===== src/rtl/pixclk_dcm_supervisor.sv =====
// Pixel-clock DCM supervisor: pulses the DCM reset, waits for lock, checks pix_tick rate per window, retries on failure.
// Async inputs see 2-FF sync (lock: 2 cycles, tick edges: 3 cycles); outputs are registered from next state, no backpressure.
module pixclk_dcm_supervisor #(
  parameter int unsigned C_RESET_CYCLES = 16,
  parameter int unsigned C_LOCK_TIMEOUT = 65536,
  parameter int unsigned C_WINDOW       = 1024,
  parameter int unsigned C_EDGES_MIN    = 40,
  parameter int unsigned C_EDGES_MAX    = 52,
  parameter int unsigned C_MAX_RETRIES  = 7
) (
  input  logic       sys_clk,
  input  logic       sys_rst_n,
  input  logic       pix_tick,
  input  logic       pix_dcm_locked,
  input  logic       restart_req,
  output logic       reset_pixdcm,
  output logic       pix_clk_ok,
  output logic       fail,
  output logic [3:0] retry_count,
  output logic [2:0] state
);

  localparam int unsigned TMAX0 = (C_RESET_CYCLES > C_LOCK_TIMEOUT) ? C_RESET_CYCLES : C_LOCK_TIMEOUT;
  localparam int unsigned TMAX  = (TMAX0 > C_WINDOW) ? TMAX0 : C_WINDOW;
  localparam int unsigned TW    = $clog2(TMAX + 1);

  localparam logic [TW-1:0] RST_LAST = TW'(C_RESET_CYCLES - 1);
  localparam logic [TW-1:0] TO_LAST  = TW'(C_LOCK_TIMEOUT - 1);
  localparam logic [TW-1:0] WIN_LAST = TW'(C_WINDOW - 1);
  localparam logic [7:0]    EMIN     = 8'(C_EDGES_MIN);
  localparam logic [7:0]    EMAX     = 8'(C_EDGES_MAX);
  localparam logic [4:0]    MAXR     = 5'(C_MAX_RETRIES);

  typedef enum logic [2:0] {
    ST_RESET     = 3'd0,
    ST_WAIT_LOCK = 3'd1,
    ST_MEASURE   = 3'd2,
    ST_RUN       = 3'd3,
    ST_FAIL      = 3'd4
  } state_e;

  state_e        state_q, state_d;
  logic [TW-1:0] tmr_q, tmr_d;
  logic [7:0]    edge_q, edge_d;
  logic [3:0]    retry_q, retry_d;
  logic [2:0]    tick_q;
  logic [1:0]    lock_q;
  logic          rst_dcm_q, ok_q, fail_q;

  logic       tick_edge, lock_ok, win_end, in_range, failure;
  logic [7:0] edge_sum;
  logic [4:0] retry_inc;

  assign tick_edge = tick_q[1] & ~tick_q[2];
  assign lock_ok   = lock_q[1];
  assign win_end   = (tmr_q == WIN_LAST);
  assign edge_sum  = (edge_q == 8'hFF) ? 8'hFF : edge_q + {7'd0, tick_edge};
  assign in_range  = (edge_sum >= EMIN) && (edge_sum <= EMAX);
  assign retry_inc = {1'b0, retry_q} + 5'd1;

  always_comb begin
    state_d = state_q;
    tmr_d   = tmr_q;
    edge_d  = edge_q;
    retry_d = retry_q;
    failure = 1'b0;
    case (state_q)
      ST_RESET: begin
        if (tmr_q == RST_LAST) begin
          state_d = ST_WAIT_LOCK;
          tmr_d   = '0;
        end else begin
          tmr_d = tmr_q + TW'(1);
        end
      end
      ST_WAIT_LOCK: begin
        if (lock_ok) begin
          state_d = ST_MEASURE;
          tmr_d   = '0;
          edge_d  = '0;
        end else if (tmr_q == TO_LAST) begin
          failure = 1'b1;
        end else begin
          tmr_d = tmr_q + TW'(1);
        end
      end
      ST_MEASURE, ST_RUN: begin
        // Lock loss and a bad count on the same cycle collapse into one failure.
        if (!lock_ok || (win_end && !in_range)) begin
          failure = 1'b1;
        end else if (win_end) begin
          state_d = ST_RUN;
          retry_d = '0;
          tmr_d   = '0;
          edge_d  = '0;
        end else begin
          tmr_d  = tmr_q + TW'(1);
          edge_d = edge_sum;
        end
      end
      ST_FAIL: begin
        state_d = ST_FAIL;
      end
      default: begin
        state_d = ST_RESET;
        tmr_d   = '0;
      end
    endcase

    if (failure) begin
      tmr_d  = '0;
      edge_d = '0;
      if (retry_inc >= MAXR) begin
        state_d = ST_FAIL;
        retry_d = 4'(C_MAX_RETRIES);
      end else begin
        state_d = ST_RESET;
        retry_d = retry_inc[3:0];
      end
    end

    if (restart_req) begin
      state_d = ST_RESET;
      retry_d = '0;
      tmr_d   = '0;
      edge_d  = '0;
    end
  end

  always_ff @(posedge sys_clk or negedge sys_rst_n) begin
    if (!sys_rst_n) begin
      state_q   <= ST_RESET;
      tmr_q     <= '0;
      edge_q    <= '0;
      retry_q   <= '0;
      tick_q    <= '0;
      lock_q    <= '0;
      rst_dcm_q <= 1'b1;
      ok_q      <= 1'b0;
      fail_q    <= 1'b0;
    end else begin
      state_q   <= state_d;
      tmr_q     <= tmr_d;
      edge_q    <= edge_d;
      retry_q   <= retry_d;
      tick_q    <= {tick_q[1:0], pix_tick};
      lock_q    <= {lock_q[0], pix_dcm_locked};
      rst_dcm_q <= (state_d == ST_RESET) || (state_d == ST_FAIL);
      ok_q      <= (state_d == ST_RUN);
      fail_q    <= (state_d == ST_FAIL);
    end
  end

  assign reset_pixdcm = rst_dcm_q;
  assign pix_clk_ok   = ok_q;
  assign fail         = fail_q;
  assign retry_count  = retry_q;
  assign state        = state_q;

endmodule

===== config.mk =====
export PLATFORM = sky130hd
export DESIGN_NAME = pixclk_dcm_supervisor
export DESIGN_NICKNAME = d
export VERILOG_FILES = /design/src/rtl/pixclk_dcm_supervisor.sv
export SDC_FILE = /design/constraint.sdc
export NUM_CORES = 1
export LEC_CHECK = 0
export BUFFER_PORTS_ARGS = -buffer_cell sky130_fd_sc_hd__buf_2
export CORE_MARGIN = 3
export CORE_UTILIZATION = 40
export CTS_CLUSTER_SIZE = 40
export DETAILED_ROUTE_END_ITERATION = 6
export SYNTH_ARGS = -nofsm -noshare
export SYNTH_HDL_FRONTEND = slang
export SYNTH_SLANG_ARGS = --single-unit
export TNS_END_PERCENT = 50

===== constraint.sdc =====
create_clock -name sys_clk -period 3.38 [get_ports sys_clk]
set_input_delay 0.507 -clock sys_clk [delete_from_list [all_inputs] [get_ports sys_clk]]
set_output_delay 0.507 -clock sys_clk [all_outputs]
set_load 0.03 [all_outputs]

==> results.cfg, run 1 <==
[timing]
unrepaired_setup_endpoints_after_global_routing = false
max_slew.worst_pin.slew_ns = 0.882
timing.final.crit_period_ns = 2.96
whs_ns = 0.317
final_max_slew_viol_count = 0
final.setup_skew_ns = 0.00614
setup-violations-final = 0
portion_of_the_clock_cycle_consumed_by_the_worst_path_in_the_final_layout = 0.874
fin_setup_tns_ns = 0
achievable-frequency_mhz = 338
timing_hold_violations_final = 0
timing.max_slew.rel_slack = 0.412

[logic_synthesis]
synth_cell_type_count = 56
ys_dominant_reg_cell = dfrtp_1
syn_inst = 246
asyncSetResetFlopFracSynth = 1.00
mappedNetlistArea_mm2 = 0.00227
synth.yosys.seq_area_share = 0.441
warning_count_from_the_yosys_run = 0
synth_edf_count = 0
synth.ff_latch_count = 40
synth.net_count = 257
synthesis.area_per_instance_um2 = 9.25

[global_routing]
grt_antenna_before_repair = 0
largest_net_degree_at_the_start_of_global_routing = 41
grt_pass1_vias = 1788
gr-usage-all-layers = 0.166
grt_first_pass_wirelength_um = 8600
gr-total-overflow = 0

[setup_path]
worst-r2r-cell-count = 14
arrival_ns = 3.16
worst_setup_path_type = flip-flop to flip-flop
reg2reg_to = tmr_q[7]$_DFFE_PN0P_
cp_max_fo = 25
critPathLaunchType = flip-flop
reg2reg_from = tmr_q[0]$_DFFE_PN0P_
ff2ff_setup_slack_ns = 0.42
endpoint_kind = flip-flop
worstPathRequired_ns = 3.59

[clock_tree]
clock-sinks = 40
clock-root-buffer = clkbuf_8
cts_tree = built
worst_skew_pair.late_latency_ns = 0.29
cts_htree_levels = 2
clkSlewWorstSetupHoldPaths_ns = 0.07
postCtsSetupBuffers = 0
cts-buffers-inserted = 5
ctsHoldBuffers = 0
clk_path_buf_depth = 2
cts_resized = 0

[cells_and_area]
drive_above_1_share = 0.168
finish.cell_count_without_fillers = 332
post-route-util = 0.474
most-common-layout-cells = 39 x dfrtp_1, 26 x nor2_1, 24 x a21oi_1, 20 x nand2_1
num-nets-final = 272
antennaDiodeCount = 0
layout.filler_cells = 516
layout.cells.most_common = dfrtp_1
areaGrowthSynthToFinish_pct = 10.5

[floorplan]
die_height_um = 81.4
floorplan.io_pins = 15
floorplan.rows = 26
floorplan.core_area_mm2 = 0.00530
initial_utilization = 0.429
die_x_um = 81.4
dieArea_mm2 = 0.00663

[drt]
antenna_violating_nets_post_route = 0
final_wirelength_um = 4770
viasPerCell = 5.66
via_count = 1880
drt_iter0_drc = 167
firstDrtPassIters = 4
avgRoutedWirePerCell_um = 14.4
drcViolationCount = 0

[power_and_ir_drop]
finalPower_mw = 0.982
power_per_cell_area_mw_per_mm2 = 391
leakagePower_nw = 1.10
vdd_drop_max_mv = 0.137

[hold_path]
hold-path-endpoint = lock_q[0]$_DFF_PN0_
hold_path.startpoint = pix_dcm_locked
worst_min_delay_path_class = input port to flip-flop
min_path_cells = 1

[job]
timing.max_cap.violations = 0

[place]
dpl.hpwl_um = 3390
dp.cells = 324
place.gp.congestion = 0.841
port_buffers = 14

[outcome]
status = finished, final reports clean
## worst max path at each step
stage               cells past startpoint  slack [ns]              endpoint            startpoint
floorplan                              14        0.53  tmr_q[8]$_DFFE_PN0P_  tmr_q[0]$_DFFE_PN0P_
global placement                       14        0.53  tmr_q[8]$_DFFE_PN0P_  tmr_q[0]$_DFFE_PN0P_
detailed placement                     14        0.45  tmr_q[8]$_DFFE_PN0P_  tmr_q[0]$_DFFE_PN0P_
CTS                                    14        0.43  tmr_q[4]$_DFFE_PN0P_  tmr_q[0]$_DFFE_PN0P_
global route                           14        0.19  tmr_q[8]$_DFFE_PN0P_  tmr_q[0]$_DFFE_PN0P_
finish                                 14        0.42  tmr_q[7]$_DFFE_PN0P_  tmr_q[0]$_DFFE_PN0P_
## critical path, cell delays in order (launching register included)
cell	delay (ns)
dfrtp_1	0.42
ha_1	0.26
nand3_2	0.14
nor3_1	0.08
and3_1	0.21
and3_1	0.20
and3_1	0.18
ha_1	0.19
and4bb_1	0.21
nor3_2	0.20
nor2_1	0.10
a21oi_2	0.11
buf_4	0.27
a31oi_1	0.12
a31oi_1	0.17
## registers in the layout (all words and copies together) (netlist names)
name / count
tmr_q: 17
edge_q: 8
retry_count: 4
state: 3
tick_q: 3
lock_q: 2
fail: 1
pix_clk_ok: 1
reset_pixdcm: 1
## metrics by stage
| step | setup slack (ns) | cell area [um2] |
|---|---|---|
| after floorplan | 0.532 | 2270 |
| after global placement | 0.528 | 2410 |
| after detailed placement | 0.449 | 2410 |
| after CTS | 0.429 | 2510 |
| after global routing | 0.194 | 2510 |
| final | 0.424 | 2510 |
## kinds of logic (layout without fill, tap and decap cells)
family	Yosys count	after routing	synth area share
DFF	40	40	0.441
xor gates and xnor gates	5	5	0.0193
AOI/OAI and AO/OA	78	78	0.231
buffers and inverters	16	32	0.0303
and+or+nand+nor	101	101	0.246
adders and majority gates	6	6	0.0330
## cell type report
class / instances / area [um2] / area share
Tap cell: 70 / 87.6 / 0.0349
Clock buffer: 8 / 100 / 0.0398
Inverter: 7 / 26.3 / 0.0105
Sequential cell: 40 / 1000 / 0.399
Timing Repair Buffer: 17 / 92.6 / 0.0369
Multi-Input combinational cell: 190 / 1200 / 0.479
## power by group
group | switching, mW | leakage [nW] | internal [mW] | total, mW
registers | 0.0318 | 0.539 | 0.504 | 0.535
clock network | 0.161 | 0.0515 | 0.186 | 0.347
logic | 0.0599 | 0.509 | 0.0391 | 0.0990
total | 0.253 | 1.10 | 0.729 | 0.982
## layer usage
metal,share of wire,global-route usage,vias up
li1,-,-,940
met1,0.51,0.233,895
met2,0.44,0.249,36
met3,0.038,0.0373,9
met4,0.015,0.0625,0
met5,0,0,-
## cell usage after synthesis, types with 2 or more instances
cell type  count  area (um2)
and3_1         8        50.1
nor2_1        26        97.6
o21ai_0        6        30.0
o21ai_1        7        35.0
nand2_1       20        75.1
or2_2          3        18.8
a21oi_1       24         120
nor2b_1        4        25.0
a41oi_1        3        26.3
a21oi_2        2        17.5
a211oi_1       2        15.0
or3_4          2        22.5
xor2_1         3        26.3
xnor2_1        2        17.5
nor3_2         2        20.0
clkbuf_1       3        11.3
nand4_1        5        31.3
nand3_1        6        30.0
nor4_1         3        18.8
and2_1         2        12.5
o22ai_1        3        18.8
dfrtp_1       39         976
ha_1           6        75.1
buf_2          4        20.0
nor3_1         5        25.0
a22o_1         3        26.3
nand2b_1       6        37.5
a31oi_1       14        87.6
inv_1          6        22.5
No activity file was read; power rests on OpenSTA's default activity.
==> run 2, diff against run 1 <==
PLACE_DENSITY = 0.55   (was default)
==> run 2 against run 1 <==
Net effect:
- hold slack better by 0.0085 ns
- clock skew is 0.00062 ns lower
- die area did not move
- largest cell class unchanged
- largest power group unchanged
- sequential share of layout area is 0.32 points higher
- cell area fell by 0.80%
- clock power is 13% lower
- highest routed layer unchanged
==> results.cfg, run 2 (same netlist as run 1, synthesis figures left out) <==
[cells_and_area]
register_with_the_highest_flop_count = tmr_q
largest_reg_flops = 17
drive_above_1_share = 0.160
finish.cell_count_without_fillers = 332
layout.cells.most_common = dfrtp_1
most-common-layout-cells = 39 x dfrtp_1, 26 x nor2_1, 24 x a21oi_1, 20 x nand2_1
areaGrowthSynthToFinish_pct = 9.57
post-route-util = 0.470
num-nets-final = 272
antennaDiodeCount = 0

[drt]
drcViolationCount = 0
firstDrtPassIters = 6
drt_iter0_drc = 130
via_count = 1880
viasPerCell = 5.66
antenna_violating_nets_post_route = 0
final_wirelength_um = 4980
avgRoutedWirePerCell_um = 15.0

[place]
dpl.hpwl_um = 3510
place.gp.congestion = 0.820
dp.cells = 324
port_buffers = 14

[hold_path]
min_path_cells = 1
hold-path-endpoint = lock_q[0]$_DFF_PN0_
hold_path.startpoint = pix_dcm_locked
worst_min_delay_path_class = input port to flip-flop

[power_and_ir_drop]
share_clk_of_total_power = 0.320
vdd_drop_max_mv = 0.168
leakagePower_nw = 1.09
sequential_cell_fraction_of_total_power = 0.572
p_sw_frac = 0.266
combinational_group_share_of_total_power = 0.108
cell_internal_pwr_mw = 0.690
netSwitchingPower_mw = 0.250
power_per_cell_area_mw_per_mm2 = 377

[floorplan]
floorplan.rows = 26
dieArea_mm2 = 0.00663
initial_utilization = 0.429
die_height_um = 81.4
die_x_um = 81.4
floorplan.io_pins = 15
floorplan.core_area_mm2 = 0.00530

[timing]
fin_setup_tns_ns = 0
timing.max_slew.rel_slack = 0.395
setup-violations-final = 0
timing.final.crit_period_ns = 3.04
max_slew.worst_pin.slew_ns = 0.908
unrepaired_setup_endpoints_after_global_routing = false
whs_ns = 0.325
portion_of_the_clock_cycle_consumed_by_the_worst_path_in_the_final_layout = 0.900
timing_hold_violations_final = 0
final_max_slew_viol_count = 0
achievable-frequency_mhz = 329
final.setup_skew_ns = 0.00551

[global_routing]
largest_net_degree_at_the_start_of_global_routing = 41
grt_first_pass_wirelength_um = 8830
grt_antenna_before_repair = 0
grt_pass1_vias = 1773
gr-usage-all-layers = 0.171
gr-total-overflow = 0

[clock_tree]
clkSlewWorstSetupHoldPaths_ns = 0.07
clock-root-buffer = clkbuf_8
cts_resized = 0
ctsHoldBuffers = 0
worst_skew_pair.late_latency_ns = 0.29
cts_htree_levels = 2
clock-sinks = 40
cts-buffers-inserted = 5
postCtsSetupBuffers = 0
clk_path_buf_depth = 2
cts_tree = built

[setup_path]
reg2reg_to = tmr_q[4]$_DFFE_PN0P_
crit_start = tmr_q[0]$_DFFE_PN0P_
worstPathRequired_ns = 3.54
cp_max_fo = 25
worst_setup_path_type = flip-flop to flip-flop
reg2reg_from = tmr_q[0]$_DFFE_PN0P_
endpoint_kind = flip-flop
critPathLaunchType = flip-flop
worst-r2r-cell-count = 14
arrival_ns = 3.20
ff2ff_setup_slack_ns = 0.34

[job]
timing.max_cap.violations = 0

[outcome]
status = finished, final reports clean
run 2: cell types whose count changed in the layout (fill, tap and decap cells not counted):
cell      delta
clkbuf_8     -2
clkbuf_1     +2
run 2: worst max-delay path: stages, from the launching register on:
cell	delay, ns
dfrtp_1	0.41
ha_1	0.26
nand3_2	0.16
nor3_1	0.30
and3_1	0.24
and3_1	0.20
and3_1	0.16
ha_1	0.15
and4bb_1	0.22
nor3_2	0.06
nor2_1	0.18
a21oi_2	0.04
buf_4	0.23
a41oi_1	0.24
a31oi_1	0.06
run 2: how the worst max path moves through the flow:
stage,slack (ns),cells after the start,endpoint
5_1_grt,0.07,14,tmr_q[4]$_DFFE_PN0P_
4_1_cts,0.35,14,tmr_q[4]$_DFFE_PN0P_
3_3_place_gp,0.51,14,tmr_q[4]$_DFFE_PN0P_
6_report,0.34,14,tmr_q[4]$_DFFE_PN0P_
3_5_place_dp,0.38,14,tmr_q[4]$_DFFE_PN0P_
2_1_floorplan,0.53,14,tmr_q[8]$_DFFE_PN0P_
run 2: routing by layer:
| metal | share of wire | up-vias | global-route usage |
|---|---|---|---|
| met5 | 0 | - | 0 |
| met4 | 0.012 | 0 | 0.0507 |
| met3 | 0.042 | 6 | 0.0362 |
| met2 | 0.43 | 31 | 0.245 |
| met1 | 0.52 | 904 | 0.257 |
| li1 | - | 939 | - |
run 2: through the flow:
stage                     area, um2  setup WS (ns)  total power [mW]
after floorplan                2270          0.532             0.611
after global placement         2410          0.511             0.646
final                          2490          0.338             0.940
after global routing           2490         0.0681              1.00
after CTS                      2490          0.350             0.956
after detailed placement       2410          0.378             0.648
run 2: power groups by stage:
stage / logic [mW] / clock network [mW] / registers (mW)
after CTS: 0.104 / 0.316 / 0.536
final: 0.102 / 0.301 / 0.537
after detailed placement: 0.103 / 0 / 0.545
after floorplan: 0.0710 / 0 / 0.539
after global placement: 0.101 / 0 / 0.544
after global routing: 0.116 / 0.342 / 0.542
run 2: cell type report:
cell class / instances / area, um2
inverters: 7 / 26.3
fillers: 539 / 2810
repair buffers: 17 / 92.6
flip-flops and latches: 40 / 1000
clock buffers: 8 / 80.1
multi-input cells: 190 / 1200
well taps: 70 / 87.6
==> run 3, diff against run 2 <==
CORE_ASPECT_RATIO = 1.5   (was default)
==> run 3 against run 2 <==
Net effect:
- routed wire length rose by 4.1%
- sequential share of layout area decreased by 0.28 points
- non-clock buffer count did not move
- critical endpoint unchanged
- critical path type unchanged
- clock skew decreased by 0.0021 ns
- largest cell class unchanged
- power up 4.6%
- largest power group unchanged
==> results.cfg, run 3 (same netlist as run 1, synthesis figures left out) <==
[drt]
avgRoutedWirePerCell_um = 15.6
antenna_violating_nets_post_route = 0
final_wirelength_um = 5180
via_count = 1898
drcViolationCount = 0
drt_iter0_drc = 159
viasPerCell = 5.72
firstDrtPassIters = 5

[clock_tree]
cts_resized = 0
clock-sinks = 40
clkSlewWorstSetupHoldPaths_ns = 0.08
clk_path_buf_depth = 2
cts_tree = built
cts_htree_levels = 2
clock-root-buffer = clkbuf_8
ctsHoldBuffers = 0
cts-buffers-inserted = 5
worst_skew_pair.late_latency_ns = 0.29
postCtsSetupBuffers = 0

[timing]
fin_setup_tns_ns = 0
timing.final.crit_period_ns = 2.97
final.setup_skew_ns = 0.00337
unrepaired_setup_endpoints_after_global_routing = false
achievable-frequency_mhz = 337
timing.max_slew.rel_slack = 0.391
portion_of_the_clock_cycle_consumed_by_the_worst_path_in_the_final_layout = 0.879
setup-violations-final = 0
timing_hold_violations_final = 0
final_max_slew_viol_count = 0
timing.final.ws_setup_ns = 0.409
max_slew.worst_pin.slew_ns = 0.913

[power_and_ir_drop]
leakagePower_nw = 1.09
power_per_cell_area_mw_per_mm2 = 392
vdd_drop_max_mv = 0.237

[hold_path]
hold-path-endpoint = tick_q[0]$_DFF_PN0_
worst_min_delay_path_class = input port to flip-flop
hold_path.startpoint = pix_tick
min_path_cells = 1

[cells_and_area]
multi_input_area_mm2 = 0.00120
layout.filler_cells = 550
drive_above_1_share = 0.172
register_with_the_highest_flop_count = tmr_q
layout.cells.most_common = dfrtp_1
antennaDiodeCount = 0
largest_reg_flops = 17
most-common-layout-cells = 39 x dfrtp_1, 26 x nor2_1, 24 x a21oi_1, 20 x nand2_1
areaGrowthSynthToFinish_pct = 10.3
register_area_mm2 = 0.00100
num-nets-final = 272

[place]
port_buffers = 14
place.gp.congestion = 0.799
dpl.hpwl_um = 3630
place_worst_setup_slack_ns = 0.430

[floorplan]
floorplan.io_pins = 15
floorplan.core_area_mm2 = 0.00549
die_x_um = 67.6
floorplan.rows = 33
die_height_um = 98.4
initial_utilization = 0.414
dieArea_mm2 = 0.00665

[global_routing]
grt_pass1_vias = 1861
grt_first_pass_wirelength_um = 8900
gr-total-overflow = 0
grt_antenna_before_repair = 0
gr-usage-all-layers = 0.175
largest_net_degree_at_the_start_of_global_routing = 41

[setup_path]
cp_max_fo = 25
reg2reg_to = tmr_q[4]$_DFFE_PN0P_
arrival_ns = 3.14
endpoint_kind = flip-flop
reg2reg_from = tmr_q[0]$_DFFE_PN0P_
worst_setup_path_type = flip-flop to flip-flop
ff2ff_setup_slack_ns = 0.41
worstPathRequired_ns = 3.55
worst-r2r-cell-count = 14
critPathLaunchType = flip-flop

[job]
timing.max_cap.violations = 0

[outcome]
status = finished, final reports clean
run 3: routing by layer:
metal / global-route usage / wire (um) / vias to the layer above
met5: 0 / 0 / -
li1: - / - / 939
met1: 0.216 / 2230 / 921
met4: 0.0641 / 87 / 0
met3: 0.0357 / 150 / 8
met2: 0.292 / 2710 / 30
run 3: worst max-delay path by stage:
| stage | from | to | slack, ns | cells after the start |
|---|---|---|---|---|
| 3_3_place_gp | tmr_q[0]$_DFFE_PN0P_ | tmr_q[4]$_DFFE_PN0P_ | 0.51 | 14 |
| 6_report | tmr_q[0]$_DFFE_PN0P_ | tmr_q[4]$_DFFE_PN0P_ | 0.41 | 14 |
| 2_1_floorplan | tmr_q[0]$_DFFE_PN0P_ | tmr_q[8]$_DFFE_PN0P_ | 0.53 | 14 |
| 5_1_grt | tmr_q[0]$_DFFE_PN0P_ | tmr_q[4]$_DFFE_PN0P_ | 0.14 | 14 |
| 4_1_cts | tmr_q[0]$_DFFE_PN0P_ | tmr_q[8]$_DFFE_PN0P_ | 0.42 | 14 |
| 3_5_place_dp | tmr_q[0]$_DFFE_PN0P_ | tmr_q[8]$_DFFE_PN0P_ | 0.43 | 14 |
run 3: power breakdown:
group	internal [mW]	total [mW]	leakage [nW]	switching (mW)
clock network	0.165	0.346	0.0434	0.181
logic	0.0394	0.101	0.509	0.0616
registers	0.503	0.536	0.539	0.0329
total	0.708	0.984	1.09	0.276
run 3: per-stage QoR:
| stage | instance area (um2) | total power [mW] | cells | utilization | hold slack [ns] |
|---|---|---|---|---|---|
| floorplan | 2270 | 0.611 | 246 | - | 0.211 |
| global placement | 2410 | 0.647 | 324 | 0.439 | 0.334 |
| detailed placement | 2410 | 0.648 | 324 | 0.439 | 0.335 |
| CTS | 2510 | 0.998 | 332 | 0.457 | 0.303 |
| global route | 2510 | 1.04 | 332 | 0.457 | 0.292 |
| finish | 2510 | 0.984 | 332 | 0.457 | 0.314 |
run 3: worst max-delay path, cell delays in order, from the launching register on:
cell	delay (ns)
dfrtp_1	0.41
ha_1	0.25
nand3_2	0.16
nor3_1	0.28
and3_1	0.23
and3_1	0.19
and3_1	0.16
ha_1	0.15
and4bb_1	0.22
nor3_2	0.06
nor2_1	0.18
a21oi_2	0.04
buf_4	0.23
a41oi_1	0.23
a31oi_1	0.06
run 3: final cells by class:
class | count | area share
clock inverters | 2 | 0.00598
well taps | 70 | 0.0349
flip-flops and latches | 40 | 0.399
clock buffers | 6 | 0.0329
inverters | 7 | 0.0105
repair buffers | 17 | 0.0369
multi-input cells | 190 | 0.480
